**src/rtl/brc_iter.sv**
```systemverilog
// brc_iter: iterative branch comparator.
// The operands are compared one slice per cycle, starting with the most
// significant slice. The compare stops at the first slice that differs.
// For a signed compare, the operand MSBs are inverted when the request is
// captured. After that, every slice compare is unsigned.
module brc_iter #(
  parameter int DATA_WIDTH  = 32,
  parameter int SLICE_WIDTH = 8
) (
  input  logic                  i_clk,
  input  logic                  i_rst_n,
  input  logic                  i_flush,
  input  logic                  i_valid,
  output logic                  o_ready,
  input  logic [DATA_WIDTH-1:0] i_rs1_data,
  input  logic [DATA_WIDTH-1:0] i_rs2_data,
  input  logic                  i_br_un,
  input  logic [2:0]            i_funct3,
  output logic                  o_valid,
  input  logic                  i_ready,
  output logic                  o_br_less,
  output logic                  o_br_equal,
  output logic                  o_br_taken,
  output logic                  o_br_illegal
);

  localparam int NSLICE = DATA_WIDTH / SLICE_WIDTH;
  localparam int IDXW   = (NSLICE > 1) ? $clog2(NSLICE) : 1;
  localparam logic [IDXW-1:0] IDX_TOP = IDXW'(NSLICE - 1);

  typedef enum logic [1:0] {IDLE, CMP, DONE} state_t;

  state_t                r_state;
  logic [IDXW-1:0]       r_idx;
  logic [DATA_WIDTH-1:0] r_rs1, r_rs2;
  logic [2:0]            r_funct3;
  logic                  r_ready, r_valid;
  logic                  r_less, r_equal, r_taken, r_illegal;

  // Signedness only matters at capture (the MSB flip), so br_un is not kept
  // once the request has been accepted.
  logic [DATA_WIDTH-1:0] w_msb_flip;
  assign w_msb_flip = {~i_br_un, {(DATA_WIDTH-1){1'b0}}};

  // The operands shift left by one slice per cycle, so the slice being
  // examined always sits at the top of the register.
  logic [SLICE_WIDTH-1:0] w_s1, w_s2;
  assign w_s1 = r_rs1[DATA_WIDTH-1 -: SLICE_WIDTH];
  assign w_s2 = r_rs2[DATA_WIDTH-1 -: SLICE_WIDTH];

  logic w_slice_eq, w_done, w_less_nx, w_equal_nx, w_taken_nx, w_illegal_nx;
  assign w_slice_eq   = (w_s1 == w_s2);
  assign w_done       = !w_slice_eq || (r_idx == '0);
  assign w_less_nx    = !w_slice_eq && (w_s1 < w_s2);
  assign w_equal_nx   = w_slice_eq;
  assign w_illegal_nx = (r_funct3[2:1] == 2'b01);

  // Branch decision from the flags that are about to be registered.
  always_comb begin
    w_taken_nx = 1'b0;
    case (r_funct3)
      3'b000:          w_taken_nx = w_equal_nx;
      3'b001:          w_taken_nx = !w_equal_nx;
      3'b100, 3'b110:  w_taken_nx = w_less_nx;
      3'b101, 3'b111:  w_taken_nx = !w_less_nx;
      default:         w_taken_nx = 1'b0;
    endcase
  end

  // Control FSM with registered handshake and result outputs.
  // A flush takes priority over both accept and result handshake.
  always_ff @(posedge i_clk or negedge i_rst_n) begin
    if (!i_rst_n) begin
      r_state   <= IDLE;
      r_idx     <= IDX_TOP;
      r_rs1     <= '0;
      r_rs2     <= '0;
      r_funct3  <= '0;
      r_ready   <= 1'b1;
      r_valid   <= 1'b0;
      r_less    <= 1'b0;
      r_equal   <= 1'b0;
      r_taken   <= 1'b0;
      r_illegal <= 1'b0;
    end else if (i_flush) begin
      r_state   <= IDLE;
      r_idx     <= IDX_TOP;
      r_ready   <= 1'b1;
      r_valid   <= 1'b0;
      r_less    <= 1'b0;
      r_equal   <= 1'b0;
      r_taken   <= 1'b0;
      r_illegal <= 1'b0;
    end else begin
      case (r_state)
        IDLE: begin
          if (i_valid) begin
            r_rs1    <= i_rs1_data ^ w_msb_flip;
            r_rs2    <= i_rs2_data ^ w_msb_flip;
            r_funct3 <= i_funct3;
            r_idx    <= IDX_TOP;
            r_ready  <= 1'b0;
            r_state  <= CMP;
          end
        end
        CMP: begin
          if (w_done) begin
            r_less    <= w_less_nx;
            r_equal   <= w_equal_nx;
            r_taken   <= w_taken_nx;
            r_illegal <= w_illegal_nx;
            r_valid   <= 1'b1;
            r_state   <= DONE;
          end else begin
            r_idx <= r_idx - IDXW'(1);
            r_rs1 <= r_rs1 << SLICE_WIDTH;
            r_rs2 <= r_rs2 << SLICE_WIDTH;
          end
        end
        DONE: begin
          if (i_ready) begin
            r_valid <= 1'b0;
            r_ready <= 1'b1;
            r_state <= IDLE;
          end
        end
        default: begin
          r_state <= IDLE;
          r_ready <= 1'b1;
          r_valid <= 1'b0;
        end
      endcase
    end
  end

  assign o_ready      = r_ready;
  assign o_valid      = r_valid;
  assign o_br_less    = r_less;
  assign o_br_equal   = r_equal;
  assign o_br_taken   = r_taken;
  assign o_br_illegal = r_illegal;

endmodule

```
**config.mk**
```make
export PLATFORM = sky130hd
export DESIGN_NAME = brc_iter
export DESIGN_NICKNAME = d
export VERILOG_FILES = /design/src/rtl/brc_iter.sv
export SDC_FILE = /design/constraint.sdc
export NUM_CORES = 1
export LEC_CHECK = 0
export ABC_AREA = 0
export CELL_PAD_IN_SITES_DETAIL_PLACEMENT = 1
export CELL_PAD_IN_SITES_GLOBAL_PLACEMENT = 2
export CORE_UTILIZATION = 32
export CTS_CLUSTER_SIZE = 28
export DETAILED_ROUTE_END_ITERATION = 7
export HOLD_SLACK_MARGIN = 0.06
export PLACE_DENSITY_LB_ADDON = 0.1
export SYNTH_ARGS = -nofsm -noshare
export SYNTH_HDL_FRONTEND = slang
export SYNTH_SLANG_ARGS = --single-unit
```
**constraint.sdc**
```tcl
create_clock -name i_clk -period 5.4 [get_ports i_clk]
set_input_delay 0.54 -clock i_clk [delete_from_list [all_inputs] [get_ports i_clk]]
set_output_delay 0.54 -clock i_clk [all_outputs]
set_load 0.02 [all_outputs]
```
# Word-level counts from Yosys, hierarchy flattened
# Cells that the tools add are included.
totals:
  regBits: 77
  latch_bits: 0
  ram_bits: 0
  romBits: 0
  inputBits: 73
  n_memories: 0
classes:
  n_addsub: 1
  mul: 0
  div_mod_pow: 0
  order_cmp: 1
  n_eq_ne: 17
  shifts: 0
  n_mux: 36
  bitwise: 4
  n_reduce_logical: 20
op_table:
  columns: ["op", "count"]
  rows:
  - ["two-way mux 32 bit", 4]
  - ["case mux 32 bit (2 select lines)", 2]
  - ["XOR 32 bit", 2]
  - ["two-way mux 1 bit", 18]
  - ["AND reduction 3 bit", 5]
  - ["two-way mux 2 bit", 7]
  - ["equality test 3 bit, second input constant", 4]
  - ["inequality test 3 bit, second input constant", 4]
  - ["equality test 8 bit", 1]
  - ["< comparator 8 bit", 1]
  - ["inequality test 2 bit, second input constant", 4]
  - ["case mux 1 bit (3 select lines)", 2]
  - ["case mux 2 bit (3 select lines)", 1]
  - ["nonzero test 2 bit", 3]
  - ["equality test 2 x 1 -> 1 bit, second input constant", 2]
  - ["logical NOT 2 bit", 2]
  - ["case mux 1 bit (4 select lines)", 1]
  - ["case mux 2 bit (2 select lines)", 1]
  - ["AND reduction 4 bit", 1]
  - ["OR reduction 2 bit", 2]
  - ["equality test 3 x 1 -> 1 bit, second input constant", 1]
  - ["logical NOT 3 bit", 1]
  - ["nonzero test 3 bit", 1]
  - ["equality test 2 bit, second input constant", 1]
  - ["other kinds (6)", 8]

# Logic depth before layout (Yosys ltp)
# Gate-level depths: netlist of the first run.
logic_depth:
  ltp_word: 8
  depth_mapped: 9

# Least setup slack after synthesis of the first run
# Ideal clock, no wire load.
synth_timing:
  path_type: "flip-flop to flip-flop"
  from: "register r_rs1[27]"
  to: "register r_rs2[10]"
  arrival_time_ns: 1.752
  required_time_ns: 5.318
  path_slack_ns: 3.566
  path_stages_with_launch: 9
  n_path_buf: 2
  synth_period_minus_slack_ns: 1.834
  path_cell_list: "dfrtp_1 > ha_1 > and4_1 > and4_4 > o21ai_4 > inv_4 > buf_4 > buf_6 > a31oi_1"
synth_via:
  elab_chain_cells: 5
synth_rtl:
  columns: ["element", "line", "text"]
  rows:
  - ["from (decl)", "35", "logic [DATA_WIDTH-1:0] r_rs1, r_rs2;"]
  - ["from (signal assigned)", "98", "r_rs1 <= i_rs1_data ^ w_msb_flip;"]
  - ["from (signal assigned)", "116", "r_rs1 <= r_rs1 << SLICE_WIDTH;"]
  - ["equality test 8 bit", "52", "assign w_slice_eq = (w_s1 == w_s2);"]
  - ["logical NOT 1 bit", "53", "assign w_done = !w_slice_eq || (r_idx == '0);"]
  - ["logical OR 1 bit", "53", null]
  - ["inequality test 2 bit (no source line)", null, null]
  - ["AND reduction 4 bit (no source line)", null, null]
  - ["to (signal assigned)", "99", "r_rs2 <= i_rs2_data ^ w_msb_flip;"]
  - ["to (signal assigned)", "117", "r_rs2 <= r_rs2 << SLICE_WIDTH;"]
  - ["to (decl)", "35", null]
# Every way passes these cells.
# A chain may end at the register's enable or synchronous reset.

# Worst setup path after layout of the first run
layout_timing:
  from: "register r_state[0]"
  to: "register r_rs1[17]"
layout_via:
  elab_chain_cells: 3
  elab_cells_between_ends: 7
layout_rtl:
  columns: ["element", "line", "text"]
  rows:
  - ["from (decl)", "33", "state_t r_state;"]
  - ["from (signal assigned)", "74", "r_state <= IDLE;"]
  - ["from (signal assigned)", "86", "r_state <= IDLE;"]
  - ["from (signal assigned)", "103", "r_state <= CMP;"]
  - ["equality test 2 x 1 -> 1 bit or logical NOT 2 bit (tied branches)", "95", "case (r_state)"]
  - ["inequality test 2 bit (no source line) or nonzero test 2 bit (tied branches)", null, null]
  - ["AND reduction 4 bit (no source line)", null, null]
# Several ways; a longest one is shown, not always the timed one.

==> reports/metrics.cfg, run 1 <==
[worst_setup_path]
reg2reg_depth=7
startpoint_type=register
cp.arrival_ns=3.05
path_max_fanout=109
required_ns=5.54
worstSetupPathType=register to register
worstSetupEndpointType=register

[sta]
layout_min_cycle_time_ns=2.91
rsz0062_at_grt=false
clock_skew_ns=0.00717
hold_viol=0
setup_violations=0
slew_headroom=0.331
max_freq_ghz=0.343
tightest_slew_ns=1.00
fin_hold_ws_ns=0.364
fin_crit_sh=0.540
slew_violations=0
final.setup.tns_ns=0

[drt]
dr.pass1.iters=4
drt_iter0_markers=100
wl_per_cell_microns=15.2
wirelength_microns=9650
dr_total_vias=3120
routed_via_density=4.91
drc=0
ant_nets=0

[global_routing]
grt_util_met1=0.232
grt_use_total=0.178
met3_usage=0.0305
grt_pass1_wl_microns=16000
antenna_found_initial=0
grt_pass1_vias=3203
grt_use_met2=0.290
grt_max_degree=110
gr-total-overflow=0
gr-max-usage-layer=met2

[synthesis]
synth-async-reset-ratio=1.00
ys_ff_latch=77
synth_cells=426
avgSynthCellArea_sq_um=8.56
netlist_area_sq_mm=0.00365
yosysTopAreaCell=dfrtp_1
yosysTopAreaCellShare=0.508
synth_edf_count=0
synth_nets=508
synth-main-ff-cell=dfrtp_1
synthTopCellsByArea=dfrtp_1 (51%), nand2_1 (14%), a31oi_1 (8.1%), nor2_1 (5.6%), ha_1 (3.1%)
yosys_warnings=0
synth_cell_types=37
ys_seq_area_frac=0.529

[power_and_ir_drop]
cell_internal_pwr_mw=1.28
peakVddDrop_mv=0.174
power_switching_mw=0.498
sw_frac_of_total=0.279
power_density_mw_per_mm2=370
p_comb_frac=0.199
p_leak_nw=2.16
power_frac_seq=0.427
clkPwrFrac=0.374

[floorplanning]
die_area_sq_mm=0.0118
top_level_ports=79
rows=38
initial_core_util=0.332
dieWidth_microns=109
die_h_microns=109
core_area_sq_mm=0.0110

[finish]
drive_gt1_frac=0.0565
seq_area_sq_mm=0.00193
instances_no_fill=636
fin_util=0.439
nets=573
fillers=1301
multi_input_area_sq_mm=0.00154
area_delta_synth_final_pct=32.1
antenna_cells=0

[clock_tree]
cts_tree=built
clock_path_buffers=2
cts_sinks=77
clk_latency_ns=0.33
clk_pin_slew_ns=0.06
cts_root_buf=clkbuf_16
cts_buffers=9
cts_resized=0
cts_hold_buf=0
cts_max_level=3
post_cts_buffers=0

[min_path]
min_path_type=primary input to async pin

[placement]
dpl.cell_count=620
io_buffers=78
gp_congestion=0.763
hpwl_microns=6440

[flow_run]
max_cap_viol_count=0

[run_status]
status=complete, no violations

worst max-delay path: stages (launching register included):
cell and delay [ns]:
dfrtp_1 0.44, nor2b_4 0.17, buf_4 0.48, nor2_1 0.22, o21ai_4 0.56, inv_4 0.51, nor2_1 0.23, a31oi_1 0.07
state kept, by name (all words and copies together) (netlist names):
register and count:
o_br_equal 1, o_br_illegal 1, o_br_less 1, o_br_taken 1
o_ready 1, o_valid 1, r_funct3 3, r_idx 2
r_rs1 32, r_rs2 32, r_state 2
layout by cell type, fill, tap and decap left out, types with 3 or more instances in the layout:
master,synthesis,final
nand2_1,132,132
dfstp_2,3,3
inv_1,14,14
a21oi_1,8,8
nand3_1,20,20
o21ai_0,6,6
clkdlybuf4s50_1,0,77
buf_4,5,3
nor3_1,4,4
a31oi_1,47,47
clkbuf_16,0,9
nor2_1,54,54
ha_1,9,9
dfrtp_1,74,74
final cells by class:
class                   count  area share
clock buffers              12      0.0532
clock inverters             4      0.0145
inverters                  15      0.0122
multi-input cells         308       0.319
flip-flops and latches     77       0.401
well taps                 140      0.0363
repair buffers             80       0.165
synth_stat cells (5+ instances only):
cell and n:
a21oi_1 8, buf_4 5, nand2_1 132, buf_2 8
nor2_1 54, nand3_1 20, inv_1 14, dfrtp_1 74
ha_1 9, a31oi_1 47, clkbuf_1 10, o21ai_0 6
power groups by stage:
stage	registers, mW	clock network, mW	logic (mW)
floorplan	0.752	0	0.226
global placement	0.770	0	0.344
detailed placement	0.772	0	0.360
CTS	0.762	0.683	0.364
global route	0.777	0.701	0.411
finish	0.760	0.666	0.355
logic make-up (layout without fill, tap and decap cells):
group	Yosys count	count (layout)	share of synthesized area
simple gates	223	223	0.250
fa+ha+maj	9	9	0.0309
xor+xnor	2	2	0.00480
buf+inv	41	111	0.0528
flops	77	77	0.529
mux	3	3	0.00857
compound gates	71	71	0.124
layer usage:
metal | vias up | routed length, microns
li1 | 1555 | -
met1 | 1484 | 4660
met2 | 61 | 4440
met3 | 20 | 301
met4 | 0 | 244
met5 | - | 0
worst paths after layout:
check	from	slack [ns]	endpoint
worst max-delay path	r_state[0]	2.49	r_rs1[17]
worst min-delay path	i_rst_n	0.36	r_rs1[21]
worst max register to register	r_state[0]	2.49	r_rs1[17]
worst min register to register	r_rs2[6]	0.47	r_rs2[6]
max in group asynchronous	i_rst_n	4.37	r_rs1[15]
min in group i_clk	r_rs2[6]	0.47	r_rs2[6]
per-stage QoR:
stage	instance area (sq um)	power, mW	worst slack [ns]
3_3_place_gp	4490	1.11	2.56
6_report	4820	1.78	2.49
3_5_place_dp	4490	1.13	2.41
2_1_floorplan	3650	0.977	3.57
5_1_grt	4820	1.89	2.13
4_1_cts	4820	1.81	2.40
(Power assumes the default switching activity.)
==> inputs of run 2 (changes only) <==
Settings changed: CORE_UTILIZATION 32 to 30.
Clock period 5.4 ns to 2.83 ns, I/O delays scaled along.
==> run 2 against run 1 <==
The run now ends with design-rule violations left. Total power rose by 83%. Worst hold slack lost 0.28 ns. Die area rose by 6.5%. First-iteration DRC count up 24%. Global-route usage about the same. Routed wire length increased by 5.2%.
==> reports/metrics.cfg, run 2 (synthesized netlist as in run 1, its figures left out) <==
[sta]
fin_hold_ws_ns=0.0892  ; -0.275 ns
clock_skew_ns=0.00619  ; -0.000985 ns
final.setup.tns_ns=0  ; unchanged
max_freq_ghz=0.433  ; +26%
setup_violations=0  ; unchanged
fin_crit_sh=0.815  ; +0.276
tightest_slew_ns=1.02  ; +0.0161 ns
hold_viol=0  ; unchanged
layout_min_cycle_time_ns=2.31  ; -0.606 ns
slew_headroom=0.320  ; -0.0107
rsz0062_at_grt=false
slew_violations=0  ; unchanged

[drt]
dr.pass1.iters=6  ; +2
drt_iter0_markers=124  ; +24%
wl_per_cell_microns=15.8  ; +4.1%
routed_via_density=4.86  ; -0.99%
drc=2  ; +2
ant_nets=0  ; unchanged
wirelength_microns=10100  ; +5.2%
dr_total_vias=3123  ; +0.096%

[clock_tree]
cts_sinks=77  ; unchanged
clk_pin_slew_ns=0.06  ; about the same
cts_buffers=9  ; unchanged
cts_resized=0  ; unchanged
cts_hold_buf=0  ; unchanged
post_cts_buffers=0  ; unchanged
cts_max_level=3  ; unchanged
cts_root_buf=clkbuf_16
cts_tree=built
clk_latency_ns=0.33  ; about the same
clock_path_buffers=2  ; unchanged

[global_routing]
grt_pass1_wl_microns=17400  ; +8.7%
gr-max-usage-layer=met2
grt_pass1_vias=3471  ; +8.4%
grt_util_met1=0.224  ; -0.00780
gr-total-overflow=0  ; unchanged
grt_use_met2=0.304  ; +0.0133
antenna_found_initial=0  ; unchanged
grt_use_total=0.178  ; about the same
met3_usage=0.0373  ; +0.00677
grt_max_degree=78  ; -29%

[finish]
area_delta_synth_final_pct=32.4
fin_util=0.416  ; -0.0229
layout_common_cells=nand2_1 (132), clkdlybuf4s50_1 (77), dfrtp_1 (74)
final_common_cell=nand2_1
antenna_cells=0  ; unchanged
nets=577  ; +0.70%
drive_gt1_frac=0.0560  ; -0.000452
top_regs=r_rs1 x32, r_rs2 x32, r_funct3 x3

[worst_setup_path]
slowest_delay_ns=0.40  ; -0.16 ns
critPathTopFamily=simple AND/OR/NAND/NOR gates
crit_buf_inv=2  ; unchanged
worstSetupStartpoint=r_rs1[27]
worstSetupEndpointType=register
startpoint_type=register
cpMaxStageDelayCell=dfrtp_1
path_max_fanout=43  ; -61%
cp.arrival_ns=2.56  ; -0.49 ns
path_cells=ha_1 -> and4_1 -> and4_4 -> o21ai_4 -> inv_4 -> buf_12 -> nor2_1 -> a31oi_1
timing.rr.start=r_rs1[27]
worstSetupPathType=register to register
required_ns=3.08  ; -2.46 ns

[floorplanning]
core_area_sq_mm=0.0116  ; +5.7%
dieWidth_microns=112  ; +3.2%
initial_core_util=0.314  ; -0.0180
top_level_ports=79  ; unchanged
die_h_microns=112  ; +3.2%
rows=39  ; +2.6%
die_area_sq_mm=0.0126  ; +6.5%

[placement]
gp_congestion=0.714  ; -6.4%
hpwl_microns=6800  ; +5.6%
io_buffers=78  ; unchanged

[run_status]
status=finished with violations
violations=design-rule violations

[min_path]
min_path_type=primary input to async pin

[power_and_ir_drop]
p_leak_nw=2.15  ; about the same
power_density_mw_per_mm2=674  ; +82%
peakVddDrop_mv=0.232  ; +33%

[flow_run]
max_cap_viol_count=0  ; unchanged

-- run 2: worst paths after layout --
check | end | slack [ns] | cells past startpoint
worst min-delay path | r_rs1[18] | 0.09 | 1
worst max-delay path | r_rs2[12] | 0.52 | 8
max in group asynchronous | r_rs2[30] | 2.04 | 1
min in group i_clk | r_rs2[7] | 0.46 | 2
worst min register to register | r_rs2[7] | 0.46 | 2
worst max register to register | r_rs2[12] | 0.52 | 8
-- run 2: report_power, final --
part | switching, mW | total, mW | internal (mW)
logic | 0.373 | 0.693 | 0.320
clock network | 0.429 | 1.11 | 0.683
registers | 0.132 | 1.45 | 1.32
total | 0.933 | 3.26 | 2.32
-- run 2: layout make-up --
| type | instances | area (sq um) |
|---|---|---|
| Fill cell | 1361 | 6780 |
| Sequential cell | 77 | 1930 |
| Multi-Input combinational cell | 308 | 1540 |
| Timing Repair Buffer | 84 | 848 |
| Clock buffer | 14 | 244 |
| Tap cell | 143 | 179 |
| Inverter | 15 | 58.8 |
| Clock inverter | 2 | 35.0 |
-- run 2: per-layer routing --
metal  up-vias  routed length (microns)
met1      1494                     4770
met5         -                        0
met4         0                      158
li1       1559                        -
met2        59                     4900
met3        11                      323
-- run 2: worst register-to-register path: stages, from the launching register on --
cell,delay [ns]
dfrtp_1,0.40
ha_1,0.35
and4_1,0.32
and4_4,0.30
o21ai_4,0.07
inv_4,0.28
buf_12,0.27
nor2_1,0.08
a31oi_1,0.16
-- run 2: per-stage QoR --
stage / instance area [sq um] / std cells / worst slack [ns] / power [mW]
6_report: 4830 / 643 / 0.522 / 3.26
5_1_grt: 4830 / 643 / 0.318 / 3.47
4_1_cts: 4830 / 643 / 0.520 / 3.31
3_5_place_dp: 4550 / 627 / 0.569 / 2.17
3_3_place_gp: 4550 / 627 / 0.651 / 2.14
2_1_floorplan: 3650 / 426 / 0.996 / 1.86
==> inputs of run 3 (changes only) <==
Settings changed: CORE_UTILIZATION 30 to 27.
Clock period 2.83 ns to 2.08 ns, I/O delays scaled along.
==> run 3 against run 2 <==
The flow now finishes without violations. Combinational power up 86%. Register-to-register slack worse by 0.48 ns. Cell count up 9.8%. Total power up 56%. Non-clock buffer count up 28. Count of clock-buffer cells in the layout down 3. Design area up 14%. Via count up 6.8%. Core utilization about the same. Sequential cell count unchanged. First-iteration DRC count up 3.2%. Critical path type unchanged. Highest routed layer unchanged.
==> reports/metrics.cfg, run 3 (synthesized netlist as in run 1, its figures left out) <==
[run_status]
status=complete, no violations

[clock_tree]
clock_path_buffers=2  ; unchanged
clk_pin_slew_ns=0.06  ; about the same
cts_sinks=77  ; unchanged
clk_latency_ns=0.35  ; +0.02 ns
cts_tree=built
cts_root_buf=clkbuf_16
cts_buffers=9  ; unchanged
cts_max_level=3  ; unchanged

[worst_setup_path]
path_max_fanout=6  ; -86%
startpoint_type=register
required_ns=2.35  ; -0.73 ns
worstSetupPathType=register to register
cp.arrival_ns=2.31  ; -0.25 ns
reg2reg_setup_slack_ns=0.04  ; -0.48 ns
worstSetupEndpointType=register

[global_routing]
grt_pass1_vias=3429  ; -1.2%
grt_use_total=0.167  ; -0.0103
antenna_found_initial=0  ; unchanged
gr-total-overflow=0  ; unchanged
grt_pass1_wl_microns=17800  ; +2.2%
grt_max_degree=64  ; -18%

[sta]
slew_headroom=0.572  ; +0.251
rsz0062_at_grt=true
tightest_slew_ns=0.643  ; -0.377 ns
layout_min_cycle_time_ns=2.04  ; -0.269 ns
fin_crit_sh=0.980  ; +0.165
setup_violations=0  ; unchanged
max_freq_ghz=0.491  ; +13%
clock_skew_ns=0.00574  ; -0.000446 ns
slew_violations=0  ; unchanged
hold_viol=0  ; unchanged
setup_ws_ns=0.0413  ; -0.481 ns

[finish]
instances_no_fill=706  ; +9.8%
drive_gt1_frac=0.179  ; +0.123
antenna_cells=0  ; unchanged
area_delta_synth_final_pct=50.4
layout_common_cells=nand2_1 (132), clkdlybuf4s50_1 (77), dfrtp_1 (74)
nets=607  ; +5.2%
final_common_cell=nand2_1
top_regs=r_rs1 x32, r_rs2 x32, r_funct3 x3
fin_util=0.416  ; about the same

[floorplanning]
top_level_ports=79  ; unchanged
initial_core_util=0.277  ; -0.0375
dieWidth_microns=118  ; +5.3%
die_h_microns=118  ; +5.3%
core_area_sq_mm=0.0132  ; +14%
rows=42  ; +7.7%
die_area_sq_mm=0.0140  ; +11%

[power_and_ir_drop]
clkPwrFrac=0.350  ; +0.009
p_leak_nw=2.40  ; +11%
cell_internal_pwr_mw=3.57  ; +54%
power_switching_mw=1.49  ; +60%
sw_frac_of_total=0.295  ; +0.00801
power_frac_seq=0.395  ; -0.051
p_comb_frac=0.254  ; +0.041
peakVddDrop_mv=0.430  ; +85%
power_density_mw_per_mm2=924  ; +37%

[drt]
drt_iter0_markers=128  ; +3.2%
routed_via_density=4.73  ; -2.7%
wirelength_microns=12400  ; +22%
dr_total_vias=3336  ; +6.8%
wl_per_cell_microns=17.5  ; +11%
dr.pass1.iters=4  ; -2
ant_nets=0  ; unchanged
drc=0  ; -2

[placement]
place_ws_ns=-0.0740  ; -0.643 ns
hpwl_microns=7470  ; +9.8%
gp_congestion=0.724  ; +1.5%
dpl.cell_count=667  ; +6.4%
io_buffers=78  ; unchanged

[flow_run]
max_cap_viol_count=0  ; unchanged

[min_path]
min_path_type=primary input to register

## run 3: what timing repair did
item                       CTS  global route
gates cloned                 0            12
hold endpoints to repair    40             0
resized for setup            3            40
pin swaps                    0             5
setup endpoints to repair    1            64
hold buffers                 1             0
setup buffers                0            10
## run 3: layer usage
metal / share of wire / global-route usage
met1: 0.46 / 0.209
met2: 0.49 / 0.278
met3: 0.039 / 0.0497
met4: 0.0096 / 0.0505
met5: 0 / 0
## run 3: critical path, stage by stage, from the launching register on
cell and delay [ns]:
dfrtp_1 0.45, ha_4 0.31, and4_4 0.24, and4_4 0.28, o21ai_4 0.11, buf_4 0.18
inv_6 0.09, buf_6 0.13, nor2_1 0.04, a31oi_1 0.13
## run 3: layout make-up
cell class	count	area [sq um]
timing repair inverter	2	15.0
sequential	77	1930
tap	176	220
inverter	15	61.3
fill	1522	7700
clock buffer	11	253
multi-input combinational	308	1700
timing repair buffer	112	1220
clock inverter	5	81.3
## run 3: worst paths after layout
kind	end	startpoint	cells past startpoint
max in group asynchronous	r_rs2[6]	i_rst_n	3
max	r_rs1[8]	r_rs2[24]	9
max reg2reg	r_rs1[8]	r_rs2[24]	9
min	r_rs2[7]	i_rs2_data[7]	3
min reg2reg	r_rs1[0]	r_rs1[0]	2
min in group asynchronous	r_rs1[2]	i_rst_n	2
## run 3: per-stage QoR
stage	hold slack (ns)	instance area (sq um)	TNS [ns]	total power, mW
floorplan	-0.0876	3650	0	2.54
global placement	0.279	4680	0	2.97
detailed placement	0.278	4680	-0.0740	3.01
CTS	0.391	5050	0	4.84
global route	0.398	5490	-0.348	5.36
finish	0.399	5490	0	5.07
## run 3: power by group through the flow
| stage | clock network [mW] | registers [mW] | logic (mW) |
|---|---|---|---|
| global route | 1.88 | 2.04 | 1.44 |
| finish | 1.77 | 2.00 | 1.29 |
| CTS | 1.82 | 1.98 | 1.03 |
| detailed placement | 0 | 2.01 | 1.00 |
| floorplan | 0 | 1.95 | 0.586 |
| global placement | 0 | 2.00 | 0.970 |
